**config.mk**
```make
export PLATFORM = sky130hd
export DESIGN_NAME = level_port_arbiter
export DESIGN_NICKNAME = d
export VERILOG_FILES = /design/src/rtl/lvl_arb_pkg.sv /design/src/rtl/lvl_rr_pick.sv /design/src/rtl/level_port_arbiter.sv
export SDC_FILE = /design/constraint.sdc
export NUM_CORES = 1
export LEC_CHECK = 0
export ABC_CLOCK_PERIOD_IN_PS = 2000
export CORE_UTILIZATION = 60
export CTS_BUF_LIST = sky130_fd_sc_hd__clkbuf_2
export CTS_CLUSTER_SIZE = 20
export DETAILED_ROUTE_END_ITERATION = 6
export DONT_BUFFER_PORTS = 1
export PLACE_DENSITY = 0.76
export SETUP_SLACK_MARGIN = 0.05
export SLEW_MARGIN = 20
export SYNTH_ARGS = -nofsm -noshare
export SYNTH_HDL_FRONTEND = slang
export SYNTH_SLANG_ARGS = --single-unit
```
**constraint.sdc**
```tcl
create_clock -name clk -period 2 [get_ports clk]
set_input_delay 0.2 -clock clk [delete_from_list [all_inputs] [get_ports clk]]
set_output_delay 0.2 -clock clk [all_outputs]
set_load 0.02 [all_outputs]
```
**src/rtl/lvl_arb_pkg.sv**
```systemverilog
// Shared constants for the level-tile lookup port arbiter.
package lvl_arb_pkg;

    // Requester IDs: bit positions within req/gnt/rvalid.
    localparam int REQ_DISP = 0;
    localparam int REQ_PLY  = 1;
    localparam int REQ_BLD  = 2;

    // Default widths and starvation limit.
    localparam int DEF_CW       = 10;
    localparam int DEF_TW       = 3;
    localparam int DEF_MAX_WAIT = 8;

    // Wait counters cover MAX_WAIT up to 255; grant counters are 16 bits.
    localparam int WAIT_W = 8;
    localparam int STAT_W = 16;

endpackage

```
**src/rtl/lvl_rr_pick.sv**
```systemverilog
// Two-input round-robin picker shared by the normal collision path and the
// both-saturated starvation path. ptr=0 favours input A (player),
// ptr=1 favours input B (blade). nextPtr moves past the winner.
module lvl_rr_pick (
    input  logic       reqA,
    input  logic       reqB,
    input  logic       ptr,
    output logic [1:0] win,
    output logic       nextPtr
);

    // Pick A unless B also requests and the pointer favours B.
    always_comb begin
        win     = 2'b00;
        nextPtr = ptr;
        if (reqA && (!reqB || !ptr)) begin
            win     = 2'b01;
            nextPtr = 1'b1;
        end else if (reqB) begin
            win     = 2'b10;
            nextPtr = 1'b0;
        end
    end

endmodule

```
**src/rtl/level_port_arbiter.sv**
```systemverilog
// Shares one level-tile lookup port between display fetch, player probe and
// blade probe. Display has fixed priority, guarded by per-probe starvation
// counters; the two probes alternate round-robin. Results return two cycles
// after the grant, tagged with a one-hot rvalid.
// Optional grant statistics: define LVL_ARB_STATS_EN.
//
// Handshake: a requester raises req[i] with its x/y and holds all three
// stable until it sees gnt[i] (combinational, same cycle). req[i] still high
// in the cycle after gnt[i] is a fresh request. rvalid[i] pulses for exactly
// one cycle two cycles after gnt[i]; there is no backpressure on the return.
module level_port_arbiter
    import lvl_arb_pkg::*;
#(
    parameter int MAX_WAIT = DEF_MAX_WAIT,
    parameter int CW       = DEF_CW,
    parameter int TW       = DEF_TW
) (
    input  logic            clk,
    input  logic            reset_n,
    input  logic [2:0]      req,
    input  logic [3*CW-1:0] req_x,
    input  logic [3*CW-1:0] req_y,
    output logic [2:0]      gnt,
    output logic [2:0]      rvalid,
    output logic [TW-1:0]   rdata,
    output logic [CW-1:0]   lvl_x,
    output logic [CW-1:0]   lvl_y,
    input  logic [TW-1:0]   lvl_data,
    output logic [STAT_W-1:0] stat_disp,
    output logic [STAT_W-1:0] stat_ply,
    output logic [STAT_W-1:0] stat_bld
);

    localparam logic [WAIT_W-1:0] WAIT_LIMIT = WAIT_W'(MAX_WAIT);

    logic [WAIT_W-1:0] waitPly;
    logic [WAIT_W-1:0] waitBld;
    logic              rrPtr;
    logic              satPly;
    logic              satBld;
    logic              anySat;
    logic              pickPly;
    logic              pickBld;
    logic [1:0]        pickWin;
    logic              pickNext;
    logic              collGnt;
    logic [CW-1:0]     selX;
    logic [CW-1:0]     selY;
    logic [2:0]        s1Id;

    // A probe is starving only while it is still requesting.
    assign satPly = req[REQ_PLY] && (waitPly == WAIT_LIMIT);
    assign satBld = req[REQ_BLD] && (waitBld == WAIT_LIMIT);
    assign anySat = satPly || satBld;

    // One picker serves both paths: starving probes only, or all probes.
    assign pickPly = anySat ? satPly : req[REQ_PLY];
    assign pickBld = anySat ? satBld : req[REQ_BLD];

    lvl_rr_pick uPick (
        .reqA    (pickPly),
        .reqB    (pickBld),
        .ptr     (rrPtr),
        .win     (pickWin),
        .nextPtr (pickNext)
    );

    // Grant selection: starvation first, then display, then round-robin.
    always_comb begin
        gnt = 3'b000;
        if (!reset_n) begin
            gnt = 3'b000;
        end else if (anySat) begin
            gnt = {pickWin, 1'b0};
        end else if (req[REQ_DISP]) begin
            gnt = 3'b001;
        end else begin
            gnt = {pickWin, 1'b0};
        end
    end

    assign collGnt = gnt[REQ_PLY] || gnt[REQ_BLD];

    // Route the granted requester's coordinates into stage 1.
    always_comb begin
        selX = req_x[REQ_DISP*CW +: CW];
        selY = req_y[REQ_DISP*CW +: CW];
        if (gnt[REQ_PLY]) begin
            selX = req_x[REQ_PLY*CW +: CW];
            selY = req_y[REQ_PLY*CW +: CW];
        end else if (gnt[REQ_BLD]) begin
            selX = req_x[REQ_BLD*CW +: CW];
            selY = req_y[REQ_BLD*CW +: CW];
        end
    end

    // Wait counters and round-robin pointer.
    always_ff @(posedge clk or negedge reset_n) begin
        if (!reset_n) begin
            waitPly <= '0;
            waitBld <= '0;
            rrPtr   <= 1'b0;
        end else begin
            if (!req[REQ_PLY] || gnt[REQ_PLY]) begin
                waitPly <= '0;
            end else if (waitPly != WAIT_LIMIT) begin
                waitPly <= waitPly + 1'b1;
            end
            if (!req[REQ_BLD] || gnt[REQ_BLD]) begin
                waitBld <= '0;
            end else if (waitBld != WAIT_LIMIT) begin
                waitBld <= waitBld + 1'b1;
            end
            if (collGnt) begin
                rrPtr <= pickNext;
            end
        end
    end

    // Stage 1: latch granted address and owner; level answers combinationally.
    always_ff @(posedge clk or negedge reset_n) begin
        if (!reset_n) begin
            lvl_x <= '0;
            lvl_y <= '0;
            s1Id  <= 3'b000;
        end else begin
            s1Id <= gnt;
            if (gnt != 3'b000) begin
                lvl_x <= selX;
                lvl_y <= selY;
            end
        end
    end

    // Stage 2: capture the block type and pulse the owner's rvalid.
    always_ff @(posedge clk or negedge reset_n) begin
        if (!reset_n) begin
            rvalid <= 3'b000;
            rdata  <= '0;
        end else begin
            rvalid <= s1Id;
            if (s1Id != 3'b000) begin
                rdata <= lvl_data;
            end
        end
    end

`ifdef LVL_ARB_STATS_EN
    logic [STAT_W-1:0] statCnt [3];

    // Per-requester grant counters, saturating, cleared only by reset.
    always_ff @(posedge clk or negedge reset_n) begin
        if (!reset_n) begin
            for (int i = 0; i < 3; i++) begin
                statCnt[i] <= '0;
            end
        end else begin
            for (int i = 0; i < 3; i++) begin
                if (gnt[i] && (statCnt[i] != {STAT_W{1'b1}})) begin
                    statCnt[i] <= statCnt[i] + 1'b1;
                end
            end
        end
    end

    assign stat_disp = statCnt[REQ_DISP];
    assign stat_ply  = statCnt[REQ_PLY];
    assign stat_bld  = statCnt[REQ_BLD];
`else
    assign stat_disp = '0;
    assign stat_ply  = '0;
    assign stat_bld  = '0;
`endif

endmodule
```
### Word-level counts from Yosys, hierarchy flattened

Index checks and enable logic that the tools add are counted.

| word-level totals | value |
|---|---|
| bits in read-only memories | 0 |
| output and inout port bits | 77 |
| flip-flop bits (word level) | 46 |
| bits of input ports | 68 |
| word-level logic and storage cells | 49 |
| memories | 0 |
| latch bits | 0 |
| memory bits (writable) | 0 |

| operators by class | value |
|---|---|
| $add $sub $neg | 2 |
| bitwise gates (word level) | 0 |
| $mul | 0 |
| $lt $le $gt $ge | 0 |
| shift-type cells | 0 |
| divide/modulo/power cells | 0 |
| reduce and logical (&&, ||, !) cells | 18 |
| muxes and demuxes | 17 |
| equal/unequal tests | 4 |

Operators with widths:

| kind | count |
|---|---|
| $mux W10 | 4 |
| $mux W8 | 4 |
| $add A8 B1 Y8 const B | 2 |
| $eq A8 B4 Y1 const B | 2 |
| $ne A8 B4 Y1 const B | 2 |
| $mux W3 | 3 |
| $reduce_bool A2 Y1 | 3 |
| $reduce_bool A3 Y1 | 2 |
| $logic_or A1 B1 Y1 | 5 |
| $logic_not A1 Y1 | 4 |
| $mux W1 | 4 |
| $mux W2 | 2 |
| $logic_and A1 B1 Y1 | 3 |
| $reduce_and A2 Y1 | 1 |

### Depth between registers and ports, before layout

| logic depth | value |
|---|---|
| depth after elaboration | 13 |
| depth in mapped cells | 9 |

### Cells and area by module

From an unflattened synthesis, not the netlist that was laid out.

| second synthesis, totals | value |
|---|---|
| cells, all modules | 334 |
| area total of the unflattened synthesis | 3,004.1 um^2 |

Modules (own cells, without submodules):

| module | area each (um^2) | instances | sequential area each (um^2) | cells an instance |
|---|---|---|---|---|
| level_port_arbiter | 2,975.4 | 1 | 1,151.1 | 329 |
| lvl_rr_pick | 28.8 | 1 | 0.0 | 5 |

### Least setup slack after synthesis

OpenSTA, ideal clock, no wires.

| timing | value |
|---|---|
| path kind | reg-to-output |
| from | register waitBld[5] |
| to | output port gnt[2] |
| required time | 1.800 ns |
| stages on the path, launching flop included | 8 |
| path slack | -0.258 ns |
| arrival time | 2.058 ns |
| cell sequence | dfrtp_1 or4_1 buf_6 o21ai_2 a211oi_2 buf_4 buf_2 nor2_1 |

| between the ends | value |
|---|---|
| word-level cells in the longest chain between the ends | 11 |
| elaborated cells on any way between the ends | 13 |
| classes of those cells | eq/ne (1); mux (7); reduce/logical (5) |

RTL lines:

| what | line | source |
|---|---|---|
| from (decl) | level_port_arbiter.sv:37 | `logic [WAIT_W-1:0] waitBld;` |
| from (signal assigned) | level_port_arbiter.sv:112 | `waitBld <= waitBld + 1'b1;` |
| $eq A8 B4 Y1 (*) | level_port_arbiter.sv:53 | `assign satBld = req[REQ_BLD] && (waitBld == WAIT_LIMIT);` |
| $logic_and A1 B1 Y1 (*) | level_port_arbiter.sv:53 |  |
| $logic_or A1 B1 Y1 | level_port_arbiter.sv:54 | `assign anySat = satPly \|\| satBld;` |
| $mux W1 | level_port_arbiter.sv:58 | `assign pickBld = anySat ? satBld : req[REQ_BLD];` |
| $logic_not A1 Y1 | lvl_rr_pick.sv:16 | `if (reqA && (!reqB \|\| !ptr)) begin` |
| $logic_or A1 B1 Y1 | lvl_rr_pick.sv:16 |  |
| $logic_and A1 B1 Y1 | lvl_rr_pick.sv:16 |  |
| $mux W2 | lvl_rr_pick.sv:16 |  |
| $mux W3 | level_port_arbiter.sv:75 | `end else if (req[REQ_DISP]) begin` |
| $mux W3 (*) | level_port_arbiter.sv:73 | `end else if (anySat) begin` |
| $mux W3 (*) | level_port_arbiter.sv:71 | `if (!reset_n) begin` |
| to (decl) | level_port_arbiter.sv:23 | `output logic [2:0] gnt,` |

Every way passes the cells marked *; elsewhere a longest branch is shown, timed or not.

### Final worst setup path

Ends and elaborated chain as after synthesis.

==> run metrics <==
#FFs+latches synth=46; fin. max-slew vios=0; WP data arrival=2250 ps; I/O Pins=145; vias in the first global route=2948; area share of the largest cell type after synthesis=33.7%; WL per Instance=18.4 um; die area=5990 um2; yosys warns=0; register area share after synthesis=33.7%; 1st-iter DRT viols=138; crit path time final=2450 ps; Synth Area per Inst=8.86 um2; Yosys cell types=42; min-delay worst type=in2reg; Place WS=-236 ps; fin crit share=123%; Routed WL=9.71 mm; synthesized netlist cell count=385; CP startpoint kind=flip-flop; crit end category=output pin; CTS tree=built; worst hold path cell count=3; Layout fillers=370; Max rail drop VDD=0.384 mV; grt total ovfl=0; vias=3232; status=complete, but fails checks; Hold WS=6.59 ps; failing checks=setup timing; Synth area leaders=dfrtp_1 (34%), buf_4 (11%), o211ai_1 (8.8%); Initial Util=61.9%; crit-path max cell delay=550 ps; Finish-stage setup viols=40; MaxCap Viol Count=0; normalized max-slew margin=61.9%; die width=77.4 um; CTS Sinks=46; CP Class=reg2out; IO Port Bufs=0; Post-Synthesis Cell Area=3410 um2; Final Hold Viols=0; Hold EP=lvl_x[7]$_DFFE_PN0P_; TritonRoute pass-1 iters=4; slowest CP cell=or4_4; drc violations=0; Hold Crit Start=req_x[7]; Core Footprint=5510 um2; reg2reg setup slack=-440 ps; Die H=77.4 um; RSZ-0062 raised after global routing=yes; CTS root buffer=clkbuf_2; maximum fanout along the worst path=5; Num CTS Buffers=5; crit path cell chain=or4_4 > buf_8 > nor3_4 > a211oi_4 > buf_6 > nor2_4; leading area contributor after synthesis=dfrtp_1; Worst EP required=1800 ps; Leak=1.97 nW; Slew @ Worst Pin=564 ps; DRT antenna net count=0; setup ws final=-454 ps; Cell Rows=27; RR Endpoint=lvl_y[6]$_DFFE_PN0P_; worst-case clock buffer depth=2; pin count of the biggest net entering global routing=47; global-route wire length before repair=14.9 mm; area grow syn2layout=25.1%; Fin Setup TNS=-12500 ps; placer congestion estimate=0.874; htree depth=2; GRT Util Overall=31.8%; dpl hpwl=6.26 mm; total power=2.37 mW; vias per cell=6.12; pwr/cell area=556 nW/um2; reg2reg start=waitBld[5]$_DFFE_PN0P_; layout net count=527; initial antenna violation count=0; CTS clock-pin slew for the worst setup and hold paths=240 ps; share of post-route cells with drive strength above 1=26.3%; fmax=0.407 GHz; Post-Route Skew=38.4 ps; diode count=0; depth of the most critical reg-to-reg path=9; Worst-Skew Late Latency=450 ps
-- sequential cells by signal (all words and copies together) (netlist names) --
register  cells
lvl_x        10
lvl_y        10
waitBld       8
waitPly       8
rdata         3
rvalid        3
s1Id          3
rrPtr         1
-- cell type report --
cell class,count,area (um2),share of cell area (%)
Clock inverter,3,11.3,0.264
Tap cell,72,90.1,2.11
Timing Repair Buffer,95,895,21.0
Inverter,9,33.8,0.792
Clock buffer,5,25.0,0.587
Sequential cell,46,1150,27.0
Multi-Input combinational cell,298,2060,48.3
-- per-stage QoR --
step / utilization, % / area (um2) / cells
floorplan: - / 3640 / 432
global placement: 65.5 / 3600 / 471
detailed placement: 65.5 / 3600 / 471
CTS: 74.1 / 4080 / 515
global route: 77.5 / 4270 / 528
finish: 77.5 / 4270 / 528
-- worst max-delay path by stage --
stage,depth (start not counted),start,to
6_report,6,waitBld[5]$_DFFE_PN0P_,gnt[2]
5_1_grt,6,waitBld[5]$_DFFE_PN0P_,gnt[2]
4_1_cts,6,waitBld[5]$_DFFE_PN0P_,gnt[2]
3_5_place_dp,7,waitBld[6]$_DFFE_PN0P_,lvl_y[8]$_DFFE_PN0P_
3_3_place_gp,7,waitBld[4]$_DFFE_PN0P_,lvl_y[8]$_DFFE_PN0P_
2_1_floorplan,7,waitBld[6]$_DFFE_PN0P_,lvl_y[9]$_DFFE_PN0P_
-- layer usage --
| metal | global-route usage, % | share of wire (%) |
|---|---|---|
| met5 | 0 | 0 |
| met4 | 11.3 | 2.7 |
| met3 | 6.47 | 8.1 |
| met2 | 54.7 | 51 |
| met1 | 39.3 | 38 |
-- synthesized netlist by cell type (all sizes together) --
master,number
a21o,2
ha,4
nand2b,1
a21oi,6
nand4b,1
a211oi,2
nor4bb,1
mux2,3
nor3b,1
o21ai,26
or2,1
clkbuf,18
nor4,1
nor4b,1
o211a,20
a21bo,1
o211ai,40
xor2,7
a211o,22
buf,61
dfrtp,46
o21a,1
or4,2
nand3,48
nor2,19
conb,1
nor3,5
inv,9
nand2,25
nand3b,2
and3,3
xnor2,5
-- report_power, final --
part	switching, mW	total, mW	internal [mW]
Sequential	0.185	1.22	1.03
Combinational	0.431	0.782	0.351
Clock	0.296	0.371	0.0744
Total	0.912	2.37	1.46
-- cells by family (layout without fill, tap and decap cells) --
| logic type | count (synthesis) | count (layout) | share of synthesized area [%] |
|---|---|---|---|
| xor gates and xnor gates | 12 | 12 | 3.08 |
| muxes | 3 | 3 | 0.990 |
| DFF | 46 | 46 | 33.7 |
| buffers and inverters | 88 | 112 | 16.0 |
| other | 1 | 48 | 0.110 |
| and+or+nand+nor | 111 | 111 | 17.9 |
| AOI/OAI and AO/OA | 120 | 120 | 26.7 |
| adders and majority gates | 4 | 4 | 1.47 |
-- critical path: cells and delay by family, from the launching register on --
kind / cells / cell delay (ps)
AO/OA/AOI/OAI: 1 / 90
AND/OR/NAND/NOR: 3 / 980
flip-flops: 1 / 430
buffers and inverters: 2 / 300
-- cells in the final DEF, fill, tap and decap left out, types with 10 or more instances in the layout --
master         instances
buf_4                 49
conb_1                48
dfrtp_1               46
o211ai_1              40
nand3_1               38
dlygate4sd3_1         30
nand2_1               25
a211o_1               21
o211a_1               20
o21ai_1               18
nor2_2                12
buf_6                 11
nand3_2               10
-- what timing repair did --
action	CTS	global route
endpoints found under the hold margin	78	2
buffers inserted	7	11
setup endpoints to repair	43	42
hold buffers	29	2
gates resized for setup	42	20
pin swaps	23	20
cloned	1	0
Note: power is estimated with default switching activity, not from simulation.
==> edit (config.mk and constraints unchanged) <==
The package constant `WAIT_W` goes from 8 to 10.
--- a/src/rtl/lvl_arb_pkg.sv
+++ b/src/rtl/lvl_arb_pkg.sv
@@ -14,3 +14,3 @@
     // Wait counters cover MAX_WAIT up to 255; grant counters are 16 bits.
-    localparam int WAIT_W = 8;
+    localparam int WAIT_W = 10;
     localparam int STAT_W = 16;
Function: same outputs for any inputs over 10 cycles, from zero or initial values and one cycle with reset_n low; that may be too few to reach the edited logic, so the function may still have changed.
==> edit against the unedited design <==
- the flow still finishes with violations (negative setup slack)
- area after synthesis down 6.1%
- synthesized cell count down 24%
- via count down 4.4%
- design area up 11%
- global-route usage up 4.4 points
- setup slack worse by 0.32 ns
- wire length up 30%
- utilization up 15 points
- power up 16%
- sequential cell count up 4
- clock power up 61%
- largest cell class unchanged
- highest routed layer unchanged
==> edit: results (changes against the unedited design) <==
[finish]
layout-drive-gt1-share_pct=40.3  ; +14 points
layout_commonest_cell=dlygate4sd3_1
diodes=0  ; unchanged
stdcell_count=497  ; -5.9%

[sta]
slew-limit-headroom_pct=58.3  ; -3.6 points
layout_setup_ws_ns=-0.772  ; -0.317 ns
skew_ns=0.0625  ; +0.0241 ns
finalSetupViolCount=45  ; +13%

[grt]
grt_antenna_before_repair=0  ; unchanged
grt_max_degree=52  ; +11%
grt_pass1_vias=2834  ; -3.9%
grt_use_total_pct=36.1  ; +4.4 points
grt_pass1_wl_um=14600  ; -1.6%

[place]
post-place-ws_ns=-0.329  ; -0.0932 ns
port_buffers=0  ; unchanged
routabilityCongestion=0.791  ; -9.5%
post-place-cells=392  ; -17%
dp_hpwl_um=4460  ; -29%

[clock_network]
clk_latency_ns=0.49  ; +0.04 ns
clockRootBuffer=clkbuf_2
clk_path_buf_depth=2  ; unchanged
htreeDepth=2  ; unchanged
numCtsBuffers=5  ; unchanged
path_clk_slew_ns=0.35  ; +0.11 ns

[logic_synthesis]
synthTopCellsByCount=50 x buf_4, 50 x dfrtp_1, 22 x mux2i_1
synthCells=293  ; -24%
ys_warn_count=0  ; unchanged
synth-async-reset-ratio_pct=100  ; unchanged
synthFlopType=dfrtp_1
netlist-cell-type-count=42  ; unchanged
yosys-top-cells-area=dfrtp_1 39%, buf_4 12%, o211ai_2 7.8%
ys_seq_area_share_pct=39.0  ; +5.3 points

[power]
ir_drop_mv=0.373  ; -2.7%
p_int_mw=1.75  ; +20%
p_leak_nw=2.11  ; +7.4%

[route]
dr.pass1.iters=5  ; +1
wire_per_inst_um=25.3  ; +38%
vias=3091  ; -4.4%
drt-initial-drc-count=355  ; +160%

[run_status]
status=complete, but fails checks
violations=negative setup slack

[hold_path]
hold_path.class=in -> reg

[critical_path]
crit_fanout=11  ; +6

==> edit: changes by cell type after synthesis, sizes merged, moves of 4 or more <==
cell,unedited run,this run
a211o,22,0
a21oi,6,2
clkbuf,18,2
o21ai,26,2
dfrtp,46,50
o211a,20,0
nor3,5,12
nand3,48,10
mux2i,0,22
or3b,0,20
o211ai,40,20
==> edit: power groups by stage <==
stage	Clock, mW	Sequential (mW)	Combinational (mW)
2_1_floorplan	0	1.28	0.457
3_3_place_gp	0	1.29	0.456
3_5_place_dp	0	1.29	0.475
4_1_cts	0.557	1.28	0.656
5_1_grt	0.624	1.31	0.888
6_report	0.598	1.30	0.851
==> edit: repair_timing <==
item                       4_1_cts  5_1_grt
gates cloned                     3        3
setup endpoints to repair       44       45
hold buffers                    62        7
setup buffers                    7       17
pin swaps                       14       32
resized for setup               28       51
hold endpoints to repair        85        4
==> edit: layer usage <==
| layer | global-route usage, % | share of wire [%] | wire, µm | vias up |
|---|---|---|---|---|
| li1 | - | - | - | 1182 |
| met1 | 43.0 | 34 | 4340 | 1481 |
| met2 | 61.5 | 47 | 5960 | 348 |
| met3 | 10.7 | 12 | 1510 | 80 |
| met4 | 14.3 | 6.2 | 776 | 0 |
| met5 | 0 | 0 | 0 | - |
==> edit: final timing paths <==
| kind | start | end | slack, ns | cells past startpoint |
|---|---|---|---|---|
| setup / recovery | waitBld[0] | gnt[2] | -0.77 | 8 |
| hold / removal | reset_n | s1Id[2] | 0.06 | 2 |
| setup reg to reg | waitBld[0] | lvl_x[2] | -0.71 | 12 |
| hold reg to reg | s1Id[1] | rvalid[1] | 0.42 | 0 |
| max in group asynchronous | reset_n | waitPly[7] | 1.55 | 2 |
| min in group asynchronous | reset_n | waitBld[8] | 0.16 | 2 |
==> edit: cells by family after synthesis <==
family | synth area share, %
AOI/OAI and AO/OA | 10.3
muxes | 7.93
xor gates and xnor gates | 4.37
and+or+nand+nor | 20.0
DFF | 39.0
buffers and inverters | 16.3
adders and majority gates | 1.91
other | 0.117
==> edit: cell type report <==
class / count / area, µm²
multi-input combinational: 223 / 1840
clock inverter: 3 / 43.8
timing repair buffer: 140 / 1460
inverter: 6 / 22.5
sequential: 50 / 1250
fill: 154 / 412
tap: 70 / 87.6
clock buffer: 5 / 25.0
==> edit: metrics by stage <==
step                      instance area (µm²)  TNS (ns)
after floorplan                          3400     -6.77
after global placement                   3350     -7.54
after detailed placement                 3350    -11.79
after CTS                                4250    -10.66
after global routing                     4730    -25.13
final                                    4730    -24.46
==> edit: worst max-delay path, cell delays in order (launching register included) <==
cell and delay (ns):
dfrtp_1 0.48, inv_2 0.08, ha_4 0.16, nor4b_4 0.13
and4b_2 0.31, a311oi_4 0.50, nor2_4 0.10, buf_12 0.18
buf_8 0.13
